File: src/rtl/alu_seq_multiplier_if.sv
// Bundle for the sequential multiplier: start/operand handshake, product/status
// outputs, and the initiator side of the shared datapath ALU.
interface alu_seq_multiplier_if #(
   parameter int WIDTH = 32
);
   logic             start;
   logic [WIDTH-1:0] a;
   logic [WIDTH-1:0] b;
   logic             busy;
   logic             done;
   logic [WIDTH-1:0] product;
   logic             product_zero;
   logic [WIDTH-1:0] alu_A;
   logic [WIDTH-1:0] alu_B;
   logic [2:0]       alu_control;
   logic [WIDTH-1:0] alu_out;
   logic             alu_overflow;
   logic             alu_zero;
   logic             alu_negative;

   // Multiplier side: answers the start request and drives the ALU operands.
   modport slave (
      input  start, a, b, alu_out, alu_overflow, alu_zero, alu_negative,
      output busy, done, product, product_zero, alu_A, alu_B, alu_control
   );

   // Environment side: requester plus the combinational ALU.
   modport master (
      output start, a, b, alu_out, alu_overflow, alu_zero, alu_negative,
      input  busy, done, product, product_zero, alu_A, alu_B, alu_control
   );
endinterface

File: src/rtl/alu_seq_multiplier.sv
// Shift-add multiplier that borrows the datapath ALU for one ADD per step and
// returns the low WIDTH bits of a*b with a start/done handshake.
//
// state  | meaning
// IDLE   | waiting for start; product holds last result
// RUN    | one shift-add step per cycle through the external ALU
// DONE   | single-cycle done pulse, product valid
module alu_seq_multiplier #(
   parameter int         WIDTH      = 32,
   parameter logic [2:0] ALU_ADD    = 3'b010,
   parameter bit         EARLY_EXIT = 1'b0
) (
   input  logic                 clock,
   input  logic                 reset,
   alu_seq_multiplier_if.slave  bus
);
   localparam int             CW   = $clog2(WIDTH);
   localparam logic [CW-1:0]  LAST = CW'(WIDTH - 1);

   typedef enum logic [1:0] {
      S_IDLE = 2'd0,
      S_RUN  = 2'd1,
      S_DONE = 2'd2
   } state_t;

   state_t           state_q;
   logic [WIDTH-1:0] mcand_q;
   logic [WIDTH-1:0] mplier_q;
   logic [WIDTH-1:0] acc_q;
   logic [CW-1:0]    count_q;
   logic             busy_q;
   logic             done_q;
   logic [2:0]       ctrl_q;
   logic [WIDTH-1:0] product_q;
   logic             pzero_q;

   logic [WIDTH-1:0] acc_d;
   logic [WIDTH-1:0] mcand_d;
   logic [WIDTH-1:0] mplier_d;
   logic             last_step;

   always_comb begin
      acc_d     = mplier_q[0] ? bus.alu_out : acc_q;
      mcand_d   = mcand_q << 1;
      mplier_d  = mplier_q >> 1;
      last_step = (count_q == LAST) || (EARLY_EXIT && (mplier_d == '0));
   end

   always_ff @(posedge clock) begin
      if (reset) begin
         state_q   <= S_IDLE;
         mcand_q   <= '0;
         mplier_q  <= '0;
         acc_q     <= '0;
         count_q   <= '0;
         busy_q    <= 1'b0;
         done_q    <= 1'b0;
         ctrl_q    <= 3'b000;
         product_q <= '0;
         pzero_q   <= 1'b1;
      end else begin
         case (state_q)
            S_IDLE: begin
               done_q <= 1'b0;
               if (bus.start) begin
                  mcand_q  <= bus.a;
                  mplier_q <= bus.b;
                  acc_q    <= '0;
                  count_q  <= '0;
                  busy_q   <= 1'b1;
                  ctrl_q   <= ALU_ADD;
                  state_q  <= S_RUN;
               end
            end
            S_RUN: begin
               acc_q    <= acc_d;
               mcand_q  <= mcand_d;
               mplier_q <= mplier_d;
               count_q  <= count_q + CW'(1);
               if (last_step) begin
                  // Publish on the edge into DONE so product is valid with done.
                  product_q <= acc_d;
                  pzero_q   <= (acc_d == '0);
                  done_q    <= 1'b1;
                  ctrl_q    <= 3'b000;
                  state_q   <= S_DONE;
               end
            end
            S_DONE: begin
               done_q  <= 1'b0;
               busy_q  <= 1'b0;
               state_q <= S_IDLE;
            end
            default: begin
               state_q <= S_IDLE;
               busy_q  <= 1'b0;
               done_q  <= 1'b0;
               ctrl_q  <= 3'b000;
            end
         endcase
      end
   end

   // Carry-out and flags are irrelevant to a modulo-2^WIDTH product.
   logic unused_flags;
   assign unused_flags = ^{bus.alu_overflow, bus.alu_zero, bus.alu_negative};

   assign bus.alu_A        = acc_q;
   assign bus.alu_B        = mcand_q;
   assign bus.alu_control  = ctrl_q;
   assign bus.busy         = busy_q;
   assign bus.done         = done_q;
   assign bus.product      = product_q;
   assign bus.product_zero = pzero_q;
endmodule
File: src/flat_wrapper.sv
// flat-port wrapper written by rule: the top's interface ports become plain ports
module alu_seq_multiplier_flat 
#(
   parameter int         WIDTH      = 32,
   parameter logic [2:0] ALU_ADD    = 3'b010,
   parameter bit         EARLY_EXIT = 1'b0
)
  (clock, reset, bus_start, bus_a, bus_b, bus_alu_out, bus_alu_overflow, bus_alu_zero, bus_alu_negative, bus_busy, bus_done, bus_product, bus_product_zero, bus_alu_A, bus_alu_B, bus_alu_control);
  alu_seq_multiplier_if #(.WIDTH(WIDTH)) bus_i ();
  input  logic clock;
  input  logic reset;
  input wire logic [$bits(bus_i.start)-1:0] bus_start;
  input wire logic [$bits(bus_i.a)-1:0] bus_a;
  input wire logic [$bits(bus_i.b)-1:0] bus_b;
  input wire logic [$bits(bus_i.alu_out)-1:0] bus_alu_out;
  input wire logic [$bits(bus_i.alu_overflow)-1:0] bus_alu_overflow;
  input wire logic [$bits(bus_i.alu_zero)-1:0] bus_alu_zero;
  input wire logic [$bits(bus_i.alu_negative)-1:0] bus_alu_negative;
  output wire logic [$bits(bus_i.busy)-1:0] bus_busy;
  output wire logic [$bits(bus_i.done)-1:0] bus_done;
  output wire logic [$bits(bus_i.product)-1:0] bus_product;
  output wire logic [$bits(bus_i.product_zero)-1:0] bus_product_zero;
  output wire logic [$bits(bus_i.alu_A)-1:0] bus_alu_A;
  output wire logic [$bits(bus_i.alu_B)-1:0] bus_alu_B;
  output wire logic [$bits(bus_i.alu_control)-1:0] bus_alu_control;
  assign bus_i.start = bus_start;
  assign bus_i.a = bus_a;
  assign bus_i.b = bus_b;
  assign bus_i.alu_out = bus_alu_out;
  assign bus_i.alu_overflow = bus_alu_overflow;
  assign bus_i.alu_zero = bus_alu_zero;
  assign bus_i.alu_negative = bus_alu_negative;
  assign bus_busy = bus_i.busy;
  assign bus_done = bus_i.done;
  assign bus_product = bus_i.product;
  assign bus_product_zero = bus_i.product_zero;
  assign bus_alu_A = bus_i.alu_A;
  assign bus_alu_B = bus_i.alu_B;
  assign bus_alu_control = bus_i.alu_control;
  alu_seq_multiplier #(.WIDTH(WIDTH), .ALU_ADD(ALU_ADD), .EARLY_EXIT(EARLY_EXIT)) u_core (.clock(clock), .reset(reset), .bus(bus_i));
endmodule
File: config.mk
export PLATFORM = sky130hd
export DESIGN_NAME = alu_seq_multiplier_flat
export DESIGN_NICKNAME = d
export VERILOG_FILES = /design/src/rtl/alu_seq_multiplier_if.sv /design/src/rtl/alu_seq_multiplier.sv /design/src/flat_wrapper.sv
export SDC_FILE = /design/constraint.sdc
export NUM_CORES = 1
export LEC_CHECK = 0
export BUFFER_PORTS_ARGS = -buffer_cell sky130_fd_sc_hd__buf_2
export CAP_MARGIN = 5
export CORE_MARGIN = 2
export CORE_UTILIZATION = 54
export DETAILED_ROUTE_END_ITERATION = 10
export GPL_TIMING_DRIVEN = 1
export PLACE_DENSITY_LB_ADDON = 0.05
export SLEW_MARGIN = 20
export SYNTH_ARGS = -nofsm -noshare
export SYNTH_HDL_FRONTEND = slang
export SYNTH_SLANG_ARGS = --single-unit
File: constraint.sdc
create_clock -name clock -period 3.7 [get_ports clock]
set_clock_uncertainty 0.2 [all_clocks]
set_input_delay 0.185 -clock clock [delete_from_list [all_inputs] [get_ports clock]]
set_output_delay 0.185 -clock clock [all_outputs]
set_load 0.05 [all_outputs]
* Word-level counts from Yosys, hierarchy flattened
Index checks and enable logic that the tools add are counted.
Storage, ports and cells: register bits after elaboration 141, bits of input ports 102, output and inout port bits 102, logic and storage cells 44
Cells by class: $add $sub $neg 1, eq/ne operators 5, multiplexer cells 17, bitwise gates (word level) 2, reduce and logical (&&, ||, !) cells 9
Operator list (number):
- $pmux 32 s2 | 3
- $mux 32 | 4
- $logic_not 32->1 | 1
- $pmux 5 s2 | 1
- $pmux 3 s3 | 1
- $reduce_and 2->1 | 4
- $mux 3 | 2
- $add 5x1->5 const B | 1
- $eq 5x5->1 const B | 1
- $mux 5 | 1
- $mux 2 | 2
- $pmux 2 s2 | 1
- $reduce_and 3->1 | 1
- $eq 2x1->1 const B | 1
- $eq 2x2->1 const B | 1
- $logic_not 2->1 | 1
- $ne 2x1->1 const B | 1
- $ne 2x2->1 const B | 1
- $not 1->1 | 2
- $pmux 1 s2 | 1
- $reduce_bool 2->1 | 1
- $reduce_or 2->1 | 1
- $mux 1 | 1

* Depth between registers and ports, before layout
depth in word-level cells 3, depth in mapped cells 8, mapped depth without buffers 7

* Worst setup path after synthesis
OpenSTA, ideal clock, no wires.
path type register -> register, from register u_core.count_q[0], to register u_core.product_q[10] (netlist: u_core.bus.product[10]), setup time 0.070 ns, arrival time 1.608 ns, data required time 3.430 ns, path slack 1.821 ns, stages on the path, launching flop included 9, path through dfxtp_1 -> ha_1 -> and3_1 -> ha_1 -> inv_1 -> nor2_1 -> nor2_1 -> clkbuf_1 -> o2bb2ai_1
On the way: longest elaborated chain between the ends 2
Ends and longest elaborated chain:
- from (decl) | line alu_seq_multiplier.sv:30 | logic [CW-1:0] count_q;
- from (signal assigned) | line alu_seq_multiplier.sv:79 | count_q <= count_q + CW'(1);
- $eq 5x5->1 | line alu_seq_multiplier.sv:46 | last_step = (count_q == LAST) || (EARLY_EXIT && (mplier_d == '0));
- $reduce_and 2->1 (no line)
- to (signal assigned) | line alu_seq_multiplier.sv:59 | product_q <= '0;
- to (signal assigned) | line alu_seq_multiplier.sv:82 | product_q <= acc_d;
- to (decl) | line alu_seq_multiplier.sv:34 | logic [WIDTH-1:0] product_q;
No other way between the ends. A chain may end at the register's enable or synchronous reset.

* Worst setup path in the final report
from register u_core.state_q[1], to register u_core.pzero_q (netlist: u_core.bus.product_zero)
On the way: longest elaborated chain between the ends 2
Ends and longest elaborated chain:
- from (decl) | line alu_seq_multiplier.sv:26 | state_t state_q;
- from (signal assigned) | line alu_seq_multiplier.sv:51 | state_q <= S_IDLE;
- from (signal assigned) | line alu_seq_multiplier.sv:72 | state_q <= S_RUN;
- from (signal assigned) | line alu_seq_multiplier.sv:86 | state_q <= S_DONE;
- $eq 2x1->1 | line alu_seq_multiplier.sv:62 | case (state_q)
- $reduce_and 2->1 (no line)
- to (signal assigned) | line alu_seq_multiplier.sv:83 | pzero_q <= (acc_d == '0);
- to (decl) | line alu_seq_multiplier.sv:35 | logic pzero_q;
No other way between the ends.

==> results.sh <==
export IMPL_cts_tree="yes"
export IMPL_synth_seq_cells=139
export IMPL_outcome="completed"
export IMPL_worst_pin_slew_ns=0.963
export IMPL_finalNonFillerCells=1020
export IMPL_power_leakage_nw=3.92
export IMPL_fin_crit_sh_pct=65.3
export IMPL_vias=5675
export IMPL_antenna_left=0
export IMPL_syn_area_per_cell_sq_um=9.72
export IMPL_placed_area_sq_um=6810
export IMPL_min_period_ns=2.42
export IMPL_ctsHoldBuffers=96
export IMPL_chipHeight_um=108
export IMPL_grt_overflow=0
export IMPL_yosysSeqAreaShare_pct=47.7
export IMPL_fillers=699
export IMPL_grt_pass1_wl_um=26200
export IMPL_ctsResizeCount=0
export IMPL_grt_pass1_vias=5505
export IMPL_async_flop_share_pct=0
export IMPL_max_clock_freq_ghz=0.414
export IMPL_synth_edf_count=0
export IMPL_clock_sinks=139
export IMPL_cts_buffers=17
export IMPL_synth_distinct_cells=42
export IMPL_syn_to_final_growth_pct=42.4
export IMPL_netSwitchingPower_mw=1.15
export IMPL_slew_headroom_pct=35.3
export IMPL_final_hold_violation_count=0
export IMPL_critPathCaptureType="flop"
export IMPL_worstHoldPathType="in2reg"
export IMPL_initial_utilization_pct=56.0
export IMPL_wl_per_cell_um=16.1
export IMPL_fin_nets=974
export IMPL_power_density_nw_per_um2=481
export IMPL_insertion_delay_ns=0.51
export IMPL_synth_cells=600
export IMPL_max_cap_violations=0
export IMPL_clk_pin_slew_ns=0.06
export IMPL_via_per_inst=5.56
export IMPL_drc=0
export IMPL_die_x_um=108
export IMPL_r2r_start="u_core.state_q[1]$_SDFFE_PP0P_"
export IMPL_setup_viol=0
export IMPL_h_tree_depth=4
export IMPL_cts_max_path_buffers=2
export IMPL_final_cell_area_sq_um=8310
export IMPL_worst_r2r_setup_slack_ns=1.28
export IMPL_comb_power_share_pct=20.2
export IMPL_rsz0062_at_grt="no"
export IMPL_rr_endpoint="u_core.bus.product_zero$_SDFFE_PP1P_"
export IMPL_critical_path_class="reg2reg"
export IMPL_grt_usage_pct=28.4
export IMPL_io_buffer_count=198
export IMPL_crit_fanout=21
export IMPL_ys_warn_count=0
export IMPL_num_rows=37
export IMPL_hp_start="reset"
export IMPL_drt_iter0_drc=496
export IMPL_cts_setup_buffers=0
export IMPL_grt_start_max_net_pins=47
export IMPL_hold_depth=2
export IMPL_yosys_most_used_dff="dfxtp_1"
export IMPL_antenna_found_initial=1
export IMPL_dp_cells=891
export IMPL_worstSetupStartpointType="flop"
export IMPL_internal_power_mw=2.84
export IMPL_reg2reg_depth=5
export IMPL_report_final_slew_viol_count=0
export IMPL_netlist_area_sq_um=5830
export IMPL_peakVddDrop_mv=0.271
export IMPL_die_area_sq_um=11700
export IMPL_pin_count=204
export IMPL_seqPwrFrac_pct=41.8
export IMPL_wl_um=16400
export IMPL_finalSetupTns_ns=0
export IMPL_dr_pass1_iters=7
export IMPL_arrival_ns=2.62
export IMPL_place_congestion=0.789
export IMPL_holdPathEnd="u_core.count_q[2]$_SDFFE_PP0P_"
export IMPL_clkPwrFrac_pct=38.0
export IMPL_p_sw_share_pct=28.9
export IMPL_root_buffer="clkbuf_8"
export IMPL_hpwl_um=10100
export IMPL_cp_required_ns=3.90
export IMPL_fin_hold_ws_ns=0.0271
export IMPL_core_area_sq_um=10400
export IMPL_drive_gt1_share_pct=28.0
[how the worst max path moves through the flow]
stage | from | to | slack [ns] | cells after the start
floorplan | u_core.count_q[0]$_SDFFE_PP0P_ | u_core.bus.product[10]$_SDFFE_PP0P_ | 1.82 | 8
global placement | u_core.state_q[1]$_SDFFE_PP0P_ | u_core.bus.product[29]$_SDFFE_PP0P_ | 1.14 | 4
detailed placement | u_core.state_q[1]$_SDFFE_PP0P_ | u_core.bus.product[24]$_SDFFE_PP0P_ | 1.05 | 4
CTS | u_core.state_q[1]$_SDFFE_PP0P_ | u_core.bus.product[5]$_SDFFE_PP0P_ | 1.06 | 4
global route | u_core.state_q[1]$_SDFFE_PP0P_ | u_core.bus.product_zero$_SDFFE_PP1P_ | 1.15 | 5
finish | u_core.state_q[1]$_SDFFE_PP0P_ | u_core.bus.product_zero$_SDFFE_PP1P_ | 1.28 | 5
[flip-flops by register name, indices dropped and copies added, names as in the netlist]
| register | flops |
|---|---|
| u_core.count_q | 5 |
| u_core.bus.alu_B | 32 |
| u_core.state_q | 2 |
| u_core.mplier_q | 32 |
| u_core.bus.product | 32 |
| u_core.bus.done | 1 |
| u_core.bus.alu_A | 32 |
| u_core.bus.product_zero | 1 |
| u_core.bus.busy | 1 |
| u_core.bus.alu_control | 1 |
[power by group through the flow]
| stage | combinational [mW] | sequential (mW) | clock (mW) |
|---|---|---|---|
| floorplan | 0.387 | 1.85 | 0 |
| global placement | 0.706 | 1.69 | 0 |
| detailed placement | 0.719 | 1.70 | 0 |
| CTS | 0.799 | 1.67 | 1.55 |
| global route | 0.867 | 1.68 | 1.62 |
| finish | 0.806 | 1.67 | 1.52 |
[worst max-delay path, stage by stage (launching register included)]
cell	delay (ns)
dfxtp_1	0.70
nand2b_4	0.44
buf_4	0.39
or2_2	0.21
a2111oi_2	0.04
a221o_1	0.31
[logic make-up (layout without fill, tap and decap cells)]
kind of cell / count (synthesis) / count (layout) / synth area share (%)
flops: 139 / 139 / 47.7
simple gates: 187 / 187 / 14.4
mux: 64 / 64 / 11.0
buf+inv: 62 / 344 / 5.40
other cells: 1 / 3 / 0.0643
fa+ha+maj: 2 / 2 / 0.429
compound gates: 145 / 145 / 21.0
[final cells by class]
| class | instances | area, sq um | area share, % |
|---|---|---|---|
| diodes | 1 | 2.50 | 0.0301 |
| clock buffers | 24 | 460 | 5.54 |
| clock inverters | 8 | 68.8 | 0.828 |
| inverters | 8 | 30.0 | 0.362 |
| multi-input cells | 400 | 2750 | 33.1 |
| flip-flops and latches | 139 | 2780 | 33.5 |
| well taps | 136 | 170 | 2.05 |
| repair buffers | 304 | 2040 | 24.6 |
[placed cells by master (no fill, tap or decap), types with 2 or more instances in the layout]
master and n:
conb_1 2, o2bb2ai_1 30, clkbuf_16 16, a222oi_1 5, nand2b_1 2, nand4_1 2
ha_1 2, nor4b_1 2, nor3_1 30, dfxtp_1 138, mux2i_1 63, nand2_1 2
clkbuf_1 5, a21oi_1 5, clkinv_2 6, clkbuf_8 3, inv_1 8, a2bb2oi_1 27
a211oi_1 32, a22oi_1 3, buf_4 9, nor2_1 125, buf_2 198, nor2_2 2
nor4_1 13, a22o_1 36, dlygate4sd3_1 96
[metrics by stage]
step | total power, mW | util, % | worst slack (ns)
final | 3.99 | 79.7 | 1.28
after global routing | 4.17 | 79.7 | 1.15
after CTS | 4.01 | 79.7 | 1.06
after detailed placement | 2.42 | 65.4 | 1.05
after global placement | 2.40 | 65.4 | 1.14
after floorplan | 2.24 | - | 1.82
[cells in the mapped netlist, drive strengths merged, types with 2 or more instances]
cell type,number,area share [%]
a211oi,32,4.1
a21oi,5,0.43
a222oi,5,0.86
a22o,36,5.4
a22oi,3,0.39
a2bb2oi,27,4.1
buf,38,3.8
clkbuf,16,1.1
dfxtp,139,48
ha,2,0.43
inv,8,0.51
mux2i,63,11
nand2,3,0.19
nand2b,3,0.45
nand4,2,0.21
nor2,128,8.6
nor3,30,2.6
nor4,13,1.4
nor4b,2,0.30
o2bb2ai,30,4.5
or2,2,0.26
[metal layers]
layer  track usage (%)  wire length, um  up-vias
met5                 0                0        -
met1              34.5             6730     2659
met3              6.15             1100       33
met4              11.7              331        0
met2              49.0             8270      248
li1                  -                -     2735
Note: power is estimated with default switching activity, not from simulation.
